## config.mk

```make
export PLATFORM = sky130hd
export DESIGN_NAME = nfc_read_stream_packer
export DESIGN_NICKNAME = d
export VERILOG_FILES = /design/src/rtl/nfc_pkg.sv /design/src/rtl/nfc_stream_out_reg.sv /design/src/rtl/nfc_read_stream_packer.sv
export SDC_FILE = /design/constraint.sdc
export NUM_CORES = 1
export LEC_CHECK = 0
export ABC_AREA = 0
export CORE_MARGIN = 4
export CORE_UTILIZATION = 52
export CTS_CLUSTER_SIZE = 40
export DETAILED_ROUTE_END_ITERATION = 8
export PLACE_DENSITY = 0.81
export REMOVE_ABC_BUFFERS = 1
export SLEW_MARGIN = 25
export SYNTH_ARGS = -nofsm -noshare
export SYNTH_HDL_FRONTEND = slang
export SYNTH_HIERARCHICAL = 1
export SYNTH_SLANG_ARGS = --single-unit
```

## constraint.sdc

```tcl
create_clock -name iSystemClock -period 6.65 [get_ports iSystemClock]
set_input_delay 0.665 -clock iSystemClock [delete_from_list [all_inputs] [get_ports iSystemClock]]
set_output_delay 0.665 -clock iSystemClock [all_outputs]
set_load 0.005 [all_outputs]
```

## src/rtl/nfc_pkg.sv

```systemverilog
// rtl/nfc_pkg.sv - shared state type, keep constants and keep-mask helper for the read stream packer
package nfc_pkg;

    typedef enum logic [2:0] {
        IDLE    = 3'd0,
        COLLECT = 3'd1,
        FLUSH   = 3'd2,
        DRAIN   = 3'd3,
        DONE    = 3'd4
    } nfcState_t;

    localparam logic [1:0] KEEP_FULL16 = 2'b11;
    localparam logic [1:0] KEEP_LOW16  = 2'b01;

    function automatic logic [3:0] keep_from_bytes(input logic [2:0] n);
        case (n)
            3'd0:    keep_from_bytes = 4'b0000;
            3'd1:    keep_from_bytes = 4'b0001;
            3'd2:    keep_from_bytes = 4'b0011;
            3'd3:    keep_from_bytes = 4'b0111;
            default: keep_from_bytes = 4'b1111;
        endcase
    endfunction

endpackage

```

## src/rtl/nfc_stream_out_reg.sv

```systemverilog
// rtl/nfc_stream_out_reg.sv - 32-bit output word register; contents hold while valid is stalled
module nfc_stream_out_reg (
    input  logic        iSystemClock,
    input  logic        iModuleReset_n,
    input  logic        iLoad,
    input  logic [31:0] iData,
    input  logic [3:0]  iKeep,
    input  logic        iLast,
    input  logic        iReady,
    output logic        oValid,
    output logic [31:0] oData,
    output logic [3:0]  oKeep,
    output logic        oLast
);

    // The caller only loads when the register is empty or being drained this cycle.
    always_ff @(posedge iSystemClock or negedge iModuleReset_n) begin
        if (!iModuleReset_n) begin
            oValid <= 1'b0;
            oData  <= '0;
            oKeep  <= '0;
            oLast  <= 1'b0;
        end else if (iLoad) begin
            oValid <= 1'b1;
            oData  <= iData;
            oKeep  <= iKeep;
            oLast  <= iLast;
        end else if (iReady) begin
            oValid <= 1'b0;
        end
    end

endmodule

```

## src/rtl/nfc_read_stream_packer.sv

```systemverilog
// rtl/nfc_read_stream_packer.sv - packs 16-bit NAND read beats into 32-bit words and checks transfer length
// Define NFC_PACKER_CHECKSUM_EN to add oChecksum, the XOR of all accepted output words.
module nfc_read_stream_packer
    import nfc_pkg::*;
#(
    parameter int MAX_LEN_W = 16
) (
    input  logic                 iSystemClock,
    input  logic                 iModuleReset_n,
    input  logic                 iStart,
    input  logic [MAX_LEN_W-1:0] iByteCount,
    input  logic                 iPI_Buff_Valid,
    input  logic [15:0]          iPI_Buff_Data,
    input  logic [1:0]           iPI_Buff_Keep,
    input  logic                 iPI_Buff_Last,
    output logic                 oPI_Buff_Ready,
    output logic                 oM_Valid,
    output logic [31:0]          oM_Data,
    output logic [3:0]           oM_Keep,
    output logic                 oM_Last,
    input  logic                 iM_Ready,
    output logic                 oBusy,
    output logic                 oDone,
    output logic                 oLengthError,
    output logic [MAX_LEN_W-1:0] oRecvBytes
`ifdef NFC_PACKER_CHECKSUM_EN
    ,
    output logic [31:0]          oChecksum
`endif
);

    nfcState_t            state;
    logic [MAX_LEN_W-1:0] expLen;
    logic [MAX_LEN_W-1:0] recvBytes;
    logic [15:0]          holdData;
    logic                 holdFull;
    logic                 lengthError;

    logic                 inCollect;
    logic                 beatAccept;
    logic [1:0]           beatPop;
    logic [MAX_LEN_W:0]   countSum;
    logic [MAX_LEN_W-1:0] nextRecv;
    logic                 reachLen;
    logic                 terminate;
    logic                 strayLow;
    logic                 lengthMiss;
    logic [2:0]           effBytes;
    logic [2:0]           wordBytes;
    logic                 emitWord;
    logic [31:0]          wordRaw;
    logic [3:0]           wordKeep;
    logic [31:0]          wordData;

    assign inCollect      = (state == COLLECT);
    assign oPI_Buff_Ready = (inCollect && (!oM_Valid || iM_Ready)) || (state == DRAIN);
    assign beatAccept     = iPI_Buff_Valid && oPI_Buff_Ready;

    assign beatPop  = {1'b0, iPI_Buff_Keep[0]} + {1'b0, iPI_Buff_Keep[1]};
    assign countSum = {1'b0, recvBytes} + {{(MAX_LEN_W-1){1'b0}}, beatPop};
    assign nextRecv = countSum[MAX_LEN_W] ? {MAX_LEN_W{1'b1}} : countSum[MAX_LEN_W-1:0];

    assign reachLen  = (nextRecv >= expLen);
    assign terminate = iPI_Buff_Last || reachLen;
    // A lone low byte mid-stream is flagged and then packed as a full half-word.
    assign strayLow  = (iPI_Buff_Keep == KEEP_LOW16) && !terminate;
    assign lengthMiss = strayLow
                      || (iPI_Buff_Last && (nextRecv != expLen))
                      || (reachLen && !iPI_Buff_Last);

    assign effBytes  = ((iPI_Buff_Keep == KEEP_FULL16) || strayLow) ? 3'd2 : {1'b0, beatPop};
    assign wordBytes = (holdFull ? 3'd2 : 3'd0) + effBytes;
    assign emitWord  = beatAccept && inCollect
                     && ((wordBytes == 3'd4) || (terminate && (wordBytes != 3'd0)));

    assign wordRaw  = holdFull ? {iPI_Buff_Data, holdData} : {16'd0, iPI_Buff_Data};
    assign wordKeep = keep_from_bytes(wordBytes);
    assign wordData = wordRaw & {{8{wordKeep[3]}}, {8{wordKeep[2]}}, {8{wordKeep[1]}}, {8{wordKeep[0]}}};

    always_ff @(posedge iSystemClock or negedge iModuleReset_n) begin
        if (!iModuleReset_n) begin
            state       <= IDLE;
            expLen      <= '0;
            recvBytes   <= '0;
            holdData    <= '0;
            holdFull    <= 1'b0;
            lengthError <= 1'b0;
        end else begin
            case (state)
                IDLE: begin
                    if (iStart) begin
                        state       <= COLLECT;
                        expLen      <= iByteCount;
                        recvBytes   <= '0;
                        lengthError <= 1'b0;
                        holdFull    <= 1'b0;
                    end
                end
                COLLECT: begin
                    if (beatAccept) begin
                        recvBytes <= nextRecv;
                        if (lengthMiss)
                            lengthError <= 1'b1;
                        if (emitWord) begin
                            holdFull <= 1'b0;
                        end else if (effBytes == 3'd2) begin
                            holdData <= iPI_Buff_Data;
                            holdFull <= 1'b1;
                        end
                        // With nothing left to emit there is no Last word to wait for.
                        if (terminate)
                            state <= !iPI_Buff_Last ? DRAIN : (emitWord ? FLUSH : DONE);
                    end
                end
                FLUSH: begin
                    if (oM_Valid && oM_Last && iM_Ready)
                        state <= DONE;
                end
                DRAIN: begin
                    if (beatAccept) begin
                        recvBytes <= nextRecv;
                        if (iPI_Buff_Last)
                            state <= DONE;
                    end
                end
                DONE:    state <= IDLE;
                default: state <= IDLE;
            endcase
        end
    end

    nfc_stream_out_reg uOutReg (
        .iSystemClock   (iSystemClock),
        .iModuleReset_n (iModuleReset_n),
        .iLoad          (emitWord),
        .iData          (wordData),
        .iKeep          (wordKeep),
        .iLast          (terminate),
        .iReady         (iM_Ready),
        .oValid         (oM_Valid),
        .oData          (oM_Data),
        .oKeep          (oM_Keep),
        .oLast          (oM_Last)
    );

    assign oBusy        = (state != IDLE);
    assign oDone        = (state == DONE);
    assign oLengthError = lengthError;
    assign oRecvBytes   = recvBytes;

`ifdef NFC_PACKER_CHECKSUM_EN
    logic [31:0] checksum;

    // Words are already byte-masked at load, so the raw data can be folded in.
    always_ff @(posedge iSystemClock or negedge iModuleReset_n) begin
        if (!iModuleReset_n)
            checksum <= '0;
        else if ((state == IDLE) && iStart)
            checksum <= '0;
        else if (oM_Valid && iM_Ready)
            checksum <= checksum ^ oM_Data;
    end

    assign oChecksum = checksum;
`endif

endmodule

```

==> out/results.ini <==
[pwr]
ir_drop_uv=202
power_leakage_uw=0.00288
internal_power_uw=1490
clock_power_share_pct=16.9
powerDensity_nw_per_um2=358
pwr-share-seq_pct=38.9
pwr-share-comb_pct=44.1
switching_share_pct=34.4
switching_power_uw=779

[cts]
cts_made_buffers=9
cts_tree=built
ctsHoldBuffers=0
cts_buffer_depth=2
cts_setup_buffers=0
clk_pin_slew_ns=0.09
cts.htree.levels=3
clkSinkCount=91
clk_latency_ns=0.36
clockRootBuffer=clkbuf_8

[logic_synthesis]
yosysWarnings=6
synth.avg_cell_area_um2=10.9
ys_seq_area_share_pct=45.1
synth_edf_count=0
synth_cells=464
synthDistinctLibCells=57
syn_area_um2=5050
synth-async-reset-ratio_pct=100
synth_seq_cells=91
ys.flop_type=dfrtp_1

[timing]
hold_viol=0
setup_violations=0
max_slew_margin_pct=45.2
drv_slew=0
setup_ws_ns=0.376
period_share_pct=94.4
worstMarginPinSlew_ns=0.822
grt_setup_unrepaired=no
fin_skew_ns=0.0128
fin_crit_ns=6.27
fmax_mhz=159

[placement]
port_buffers=97
dp.cells=672
hpwlAfterDp_um=8160
place.gp.congestion=0.855
dp_slack_ns=0.0324

[routing]
drc=0
dr_total_vias=3692
routed_wl_um=11400
routed_via_density=5.37
ant_nets=0
avgRoutedWirePerCell_um=16.6
drt_iter0_markers=279
dr.pass1.iters=4

[grt]
grt-ovfl-total=0
grt_pass1_wl_um=19000
grt_pass1_vias=3743
grt_antenna_before_repair=0
track_usage_pct=20.7
grt_max_degree=68

[layout]
antenna_cells=0
nets=616
fillCellCount=723
multi_input_area_um2=2520
syn2layout_area_growth_pct=25.2
drive_gt1_share_pct=17.2
regArea_um2=2280
stdcell_count=688

[floorplanning]
rows=35
dieArea_um2=11400
coreArea_um2=9330
die_h_um=107
die_w_um=107
pin_count=98
start_util_pct=54.1

[setup_path]
path_max_fanout=28
critPathArrivalTime_ns=6.52
critPathKind=input pin to flop
setup.worst_path.end_class=flop
worstPathRequired_ns=6.89
start_kind=input pin
reg2regPathDepth=21

[run]
cap_viol_max_count=0

[outcome]
status=completed

[worst_hold_path]
hp-class=input pin to asynchronous set/reset pin

## power by group through the flow
stage / sequential (uW) / clock (uW) / combinational [uW]
floorplan: 888 / 0 / 561
global placement: 882 / 0 / 968
detailed placement: 889 / 0 / 1000
CTS: 882 / 393 / 1010
global route: 907 / 417 / 1100
finish: 881 / 384 / 1000
## Yosys cell counts (3+ instances only)
| library cell | n | area [um^2] |
|---|---|---|
| mux2i_1 | 17 | 170 |
| xnor2_1 | 8 | 70.1 |
| mux2_2 | 27 | 304 |
| inv_1 | 27 | 101 |
| clkbuf_1 | 15 | 56.3 |
| dfrtp_1 | 91 | 2280 |
| nor3_1 | 7 | 35.0 |
| buf_6 | 5 | 56.3 |
| nor2b_1 | 12 | 75.1 |
| nor3b_1 | 3 | 22.5 |
| nand3_1 | 9 | 45.0 |
| and3_1 | 13 | 81.3 |
| buf_2 | 4 | 20.0 |
| nor2_1 | 31 | 116 |
| o21ai_0 | 24 | 120 |
| a311oi_1 | 6 | 52.6 |
| xor2_1 | 3 | 26.3 |
| a21oi_1 | 19 | 95.1 |
| nand2_1 | 41 | 154 |
| nand4_1 | 7 | 43.8 |
| mux2_4 | 30 | 450 |
| ha_1 | 21 | 263 |
## cells by family (layout without fill, tap and decap cells)
kind of cell / after synthesis / in the layout / synth area share, %
xor+xnor: 11 / 11 / 1.91
flops: 91 / 91 / 45.1
fa+ha+maj: 22 / 22 / 5.60
simple gates: 138 / 138 / 13.9
mux: 74 / 74 / 18.3
compound gates: 74 / 74 / 9.91
buf+inv: 54 / 149 / 5.25
## worst max-delay path: stages
cell	delay [ns]
clkdlybuf4s50_1	0.50
inv_1	0.06
ha_1	0.33
inv_1	0.11
ha_1	0.19
inv_1	0.06
fa_1	0.41
and3b_2	0.30
and3_1	0.29
and3_4	0.24
and3_4	0.22
nand3_2	0.09
mux2_4	0.32
ha_1	0.28
nand4_1	0.18
nor2_1	0.07
o31ai_1	0.26
nand3_2	0.20
o21ai_4	0.23
ha_1	0.35
nor3b_1	0.28
nor2_1	0.14
nor2_4	0.13
buf_12	0.22
mux2_2	0.36
## repair_timing
item / CTS / global route
hold endpoints to repair: 0 / 0
resized for setup: 0 / 2
endpoints found under the setup margin: 0 / 6
## final timing paths
path	startpoint	slack, ns	to
worst max-delay path	iPI_Buff_Keep[1]	0.38	uOutReg/oData[8]
worst min-delay path	iModuleReset_n	0.19	oRecvBytes[7]
worst max register to register	oRecvBytes[0]	1.26	uOutReg/oData[8]
worst min register to register	uOutReg/oData[1]	0.51	uOutReg/oData[1]
max in group asynchronous	iModuleReset_n	5.33	uOutReg/oData[29]
min in group iSystemClock	uOutReg/oData[1]	0.51	uOutReg/oData[1]
## stage by stage
stage | power (uW) | hold slack (ns) | TNS, ns | util, % | cell area, um^2
detailed placement | 1890 | 0.496 | 0 | 65.6 | 6120
CTS | 2280 | 0.196 | 0 | 67.7 | 6320
finish | 2270 | 0.193 | 0 | 67.8 | 6320
floorplan | 1450 | 0.369 | -27.32 | - | 4890
global placement | 1850 | 0.490 | 0 | 65.6 | 6120
global route | 2420 | 0.205 | 0 | 67.8 | 6320
## registers in the layout (all words and copies together), names as in the netlist
register	cells
uOutReg/oData	32
uOutReg/oValid	1
uOutReg/oKeep	4
expLen	16
state	3
holdFull	1
oRecvBytes	16
holdData	16
uOutReg/oLast	1
oLengthError	1
## layout make-up
type	instances	share of cell area, %
repair buffers	106	16.8
inverters	27	1.60
clock inverters	6	1.15
flip-flops and latches	91	36.0
multi-input cells	319	39.9
well taps	129	2.55
clock buffers	10	2.02
## layout by cell type, fill, tap and decap left out, drive strengths merged, types with 15 or more instances in the layout
cell and n:
mux2i 17, and3 15, clkdlybuf4s50 96, mux2 57, o21ai 25, a21oi 19, nand2 41, nor2 31
ha 21, dfrtp 91, inv 29
## layer usage
metal	track usage (%)	wire, um	vias up
met2	33.6	5610	93
met1	27.9	5130	1787
met3	4.68	527	9
met4	5.66	130	0
met5	0	0	-
li1	-	-	1803
(Power assumes the default switching activity.)
==> RTL change 1 (same settings) <==
Add a define of `NFC_PACKER_CHECKSUM_EN`.
--- a/src/rtl/nfc_read_stream_packer.sv
+++ b/src/rtl/nfc_read_stream_packer.sv
@@ -1,4 +1,6 @@
 // rtl/nfc_read_stream_packer.sv - packs 16-bit NAND read beats into 32-bit words and checks transfer length
 // Define NFC_PACKER_CHECKSUM_EN to add oChecksum, the XOR of all accepted output words.
+`define NFC_PACKER_CHECKSUM_EN
+
 module nfc_read_stream_packer
     import nfc_pkg::*;
Formal check against the unedited RTL (old outputs only; new: oChecksum): equivalent (Yosys induction, for registers that start in step).
==> RTL change 1 against the original RTL <==
Wire length up 39%. Core utilization increased by 1.7 points. Power rose by 45%. Worst setup slack gained 0.10 ns. Highest routed layer unchanged. Synthesized area is 26% higher. Via count grew 33%. Sequential cell count up 32. Final area up 32%. Synthesized cell count up 32%. Critical path type unchanged.
==> RTL change 1: results (changes against the original RTL) <==
[drt]
met1_length_um=6446  ; +26%
drtIter0Drc=357  ; +28%

[place]
place_hpwl_um=11050  ; +35%
io_buffers=129  ; +33%

[synthesis]
synth_xor_area_frac=0.05905  ; +0.03998
synthAdderAreaFrac=0.04434  ; -0.01166
synth_compound_area_frac=0.07828  ; -0.02083
yosysSeqAreaShare=0.4826  ; +0.03170
synth_seq_cells=123  ; +35%

[cts]
clk_pin_slew_worst_paths_ns=0.06  ; -0.03 ns
cts_inserted_buffers=17  ; +8
clkLatencyLatePin_ns=0.42  ; +0.06 ns

[run_status]
status=completed

[global_routing]
use_met3=0.08134  ; +0.03459
grt_util_met1=0.2756  ; -0.003266
grt_use_met2=0.3897  ; +0.05350

[power]
power_frac_clock=0.275  ; +0.106
ir_drop_mv=0.2525  ; +25%

[finish]
fin_nets=799  ; +30%
fill_cells=892  ; +23%
non_clock_inverter_count=32  ; +19%
multi_input_cells=424  ; +33%
sh_seq_area=0.3688  ; +0.008507
clkbuf_count=20  ; +10
drive_gt1_frac=0.1482  ; -0.02354

[critical_path]
worstRegToRegCells=22  ; +4.8%
rr_endpoint=holdData[7]$_DFFE_PN0P_

## RTL change 1: cell count changes after synthesis, moves of 5 or more
cell	delta
nand2_1	+37
xor2_1	+34
mux2_2	+6
dfrtp_1	+32
mux2_4	-11
clkbuf_1	+5
nor2_1	+36
inv_1	+5
## RTL change 1: critical path: cells and delay by family
kind / cells / cell delay [ns]
AND/OR/NAND/NOR: 9 / 1.94
adder cells (fa/ha/maj): 5 / 1.44
AO/OA/AOI/OAI: 6 / 1.16
buffers and inverters: 5 / 0.89
multiplexers: 1 / 0.37
## RTL change 1: metrics by stage
stage / hold WS, ns / cells / setup slack (ns) / TNS, ns
2_1_floorplan: 0.3694 / 578 / 0.1227 / 0
3_3_place_gp: 0.4702 / 864 / 0.1269 / 0
3_5_place_dp: 0.4882 / 864 / -0.1580 / -6.053
4_1_cts: 0.2978 / 895 / 0.2598 / 0
5_1_grt: 0.3231 / 896 / 0.001814 / 0
6_report: 0.2731 / 896 / 0.4782 / 0
==> RTL change 2 (same flow settings) <==
Without the edit above. The 5 states of `nfcState_t` get a one-hot encoding in 5 bits.
--- a/src/rtl/nfc_pkg.sv
+++ b/src/rtl/nfc_pkg.sv
@@ -2,10 +2,10 @@
 package nfc_pkg;
 
-    typedef enum logic [2:0] {
-        IDLE    = 3'd0,
-        COLLECT = 3'd1,
-        FLUSH   = 3'd2,
-        DRAIN   = 3'd3,
-        DONE    = 3'd4
+    typedef enum logic [4:0] {
+        IDLE    = 5'b00001,
+        COLLECT = 5'b00010,
+        FLUSH   = 5'b00100,
+        DRAIN   = 5'b01000,
+        DONE    = 5'b10000
     } nfcState_t;
 
Behaviour: same outputs for any inputs over 4 cycles, from zero or initial values and one cycle with iModuleReset_n low; so few cycles prove little.
==> RTL change 2 against the original RTL <==
Worst setup slack got worse by 0.0048 ns. Count of clock-buffer cells in the layout decreased by 1. Largest power group is now registers. Core utilization decreased by 1.1 points. Combinational power decreased by 19%. Highest routed layer unchanged. Wire length increased by 8.4%. Global-route usage increased by 1.3 points. Register-to-register slack got worse by 0.10 ns. Synthesized area increased by 3.3%. Clock power decreased by 7.6%. Sequential power decreased by 4.7%. Die area increased by 3.1%. Sequential cell count increased by 2. Final area increased by 3.1%. Power decreased by 12%.
==> RTL change 2: results (changes against the original RTL) <==
[power]
ir_drop_mv=0.1878  ; -6.8%
p_leak_uw=0.003034  ; +5.2%

[critical_path]
r2r_setup_slack_ns=1.16  ; -0.10 ns
cp-startpoint=iPI_Buff_Keep[1]
reg2reg_from=oRecvBytes[1]$_DFFE_PN0P_
cp-start-kind=input port
worstRegToRegCells=21  ; unchanged
rr_endpoint=holdData[11]$_DFFE_PN0P_
cp.arrival_ns=6.54  ; +0.02 ns
cp_max_fo=19  ; -32%
crit_end=holdData[11]$_DFFE_PN0P_

[global_routing]
grt_max_degree=51  ; -25%
grt_pass1_vias=4221  ; +13%
grt_usage=0.2198  ; +0.01329
grt_pass1_wl_um=20340  ; +7.3%

[finish]
fin_nets=659  ; +7.0%
largest_reg_flops=32  ; unchanged
insertedDiodeCount=0  ; unchanged
fill_cells=790  ; +9.3%
drive_gt1_frac=0.1595  ; -0.01227
regMostFlops=uOutReg/oData

[synthesis]
synth.area.top_cells=dfrtp_1, mux2_2, mux2_4
synthMuxAreaShare=0.1609  ; -0.02223
async_reset_ff_frac=1.000  ; unchanged
yosysSeqAreaShare=0.4462  ; -0.004766
synthAdderAreaFrac=0.05418  ; -0.001812
synth_xor_area_frac=0.01846  ; -0.0006175
netlist_instances=501  ; +8.0%
synth_compound_area_frac=0.1187  ; +0.01957
synthTopCellsByCount=dfrtp_1, nand2_1, nor2_1, inv_1, mux2_2
synth_cell_types=50  ; -12%

[run_status]
status=completed

[drt]
dr.pass1.iters=5  ; +1
vias=4069  ; +10%
drt_wl_total_um=12350  ; +8.4%
drcViolationCount=0  ; unchanged
routed_via_density=5.536  ; +3.2%
drtIter0Drc=286  ; +2.5%

[cts]
cts_setup_buffers=0  ; unchanged
cts_inserted_buffers=9  ; unchanged
cts_buffer_depth=2  ; unchanged
clkLatencyLatePin_ns=0.38  ; +0.02 ns
h-tree-depth=3  ; unchanged

[sta]
finClkSkew_ns=0.01122  ; -0.001526 ns
min_period_over_period=0.9442  ; about the same
fin_hold_ws_ns=0.2708  ; +0.07772 ns
worstMarginPinSlew_ns=0.6149  ; -0.2067 ns

[place]
io_buffers=97  ; unchanged
place_congestion=0.8810  ; +3.0%
place_hpwl_um=9080  ; +11%
dpl_worst_slack_ns=0.003278  ; -0.02916 ns
placed_cell_area_um2=6322  ; +3.3%
placed_cells=718  ; +6.8%

==> RTL change 2: cell count changes after synthesis, moves of 4 or more <==
cell | unedited run | this run
a21oi_1 | 19 | 28
a311oi_1 | 6 | 11
and3_1 | 13 | 22
inv_1 | 27 | 32
mux2_2 | 27 | 31
mux2_4 | 30 | 22
nand2_1 | 41 | 46
nand2b_1 | 1 | 5
nand3_1 | 9 | 15
nor2_1 | 31 | 36
nor2b_1 | 12 | 2
o21ai_0 | 24 | 29
==> RTL change 2: final cells by class <==
type	instances	area, um^2	share of cell area
multi-input cells	350	2635	0.4043
flip-flops and latches	93	2328	0.3573
repair buffers	111	1086	0.1666
well taps	133	166.4	0.02553
clock buffers	9	123.9	0.01901
inverters	32	120.1	0.01843
clock inverters	7	57.56	0.008831
==> RTL change 2: critical path, stage by stage <==
cell and delay (ns):
clkdlybuf4s50_1 0.51, inv_1 0.05, ha_1 0.30, inv_1 0.10, ha_1 0.16, inv_1 0.05, fa_1 0.41, nand3b_1 0.27
nor4_4 0.32, and2_2 0.25, nand3_4 0.20, o21ai_0 0.16, ha_1 0.17, nand4_1 0.12, or3_1 0.38, a31oi_1 0.30
a2111oi_4 0.11, a31oi_4 0.24, inv_1 0.07, ha_1 0.32, nor2_1 0.19, inv_1 0.09, a21oi_1 0.18, nand2_1 0.13
a21oi_4 0.12, buf_4 0.27, mux2_2 0.37
==> RTL change 2: per-layer routing <==
layer  GRT usage  routed length (um)  vias to the layer above
met5           0                   0                        -
met4     0.09107                 291                        0
met3     0.04119                 626                       26
met2      0.3583                6034                      113
met1      0.2894                5400                     1984
li1            -                   -                     1946
==> RTL change 2: report_power, final <==
group	total (uW)	leakage, uW	switching [uW]	internal [uW]
registers	840	0.00123	103	737
logic	809	0.00171	383	426
clock network	355	0.0000881	214	141
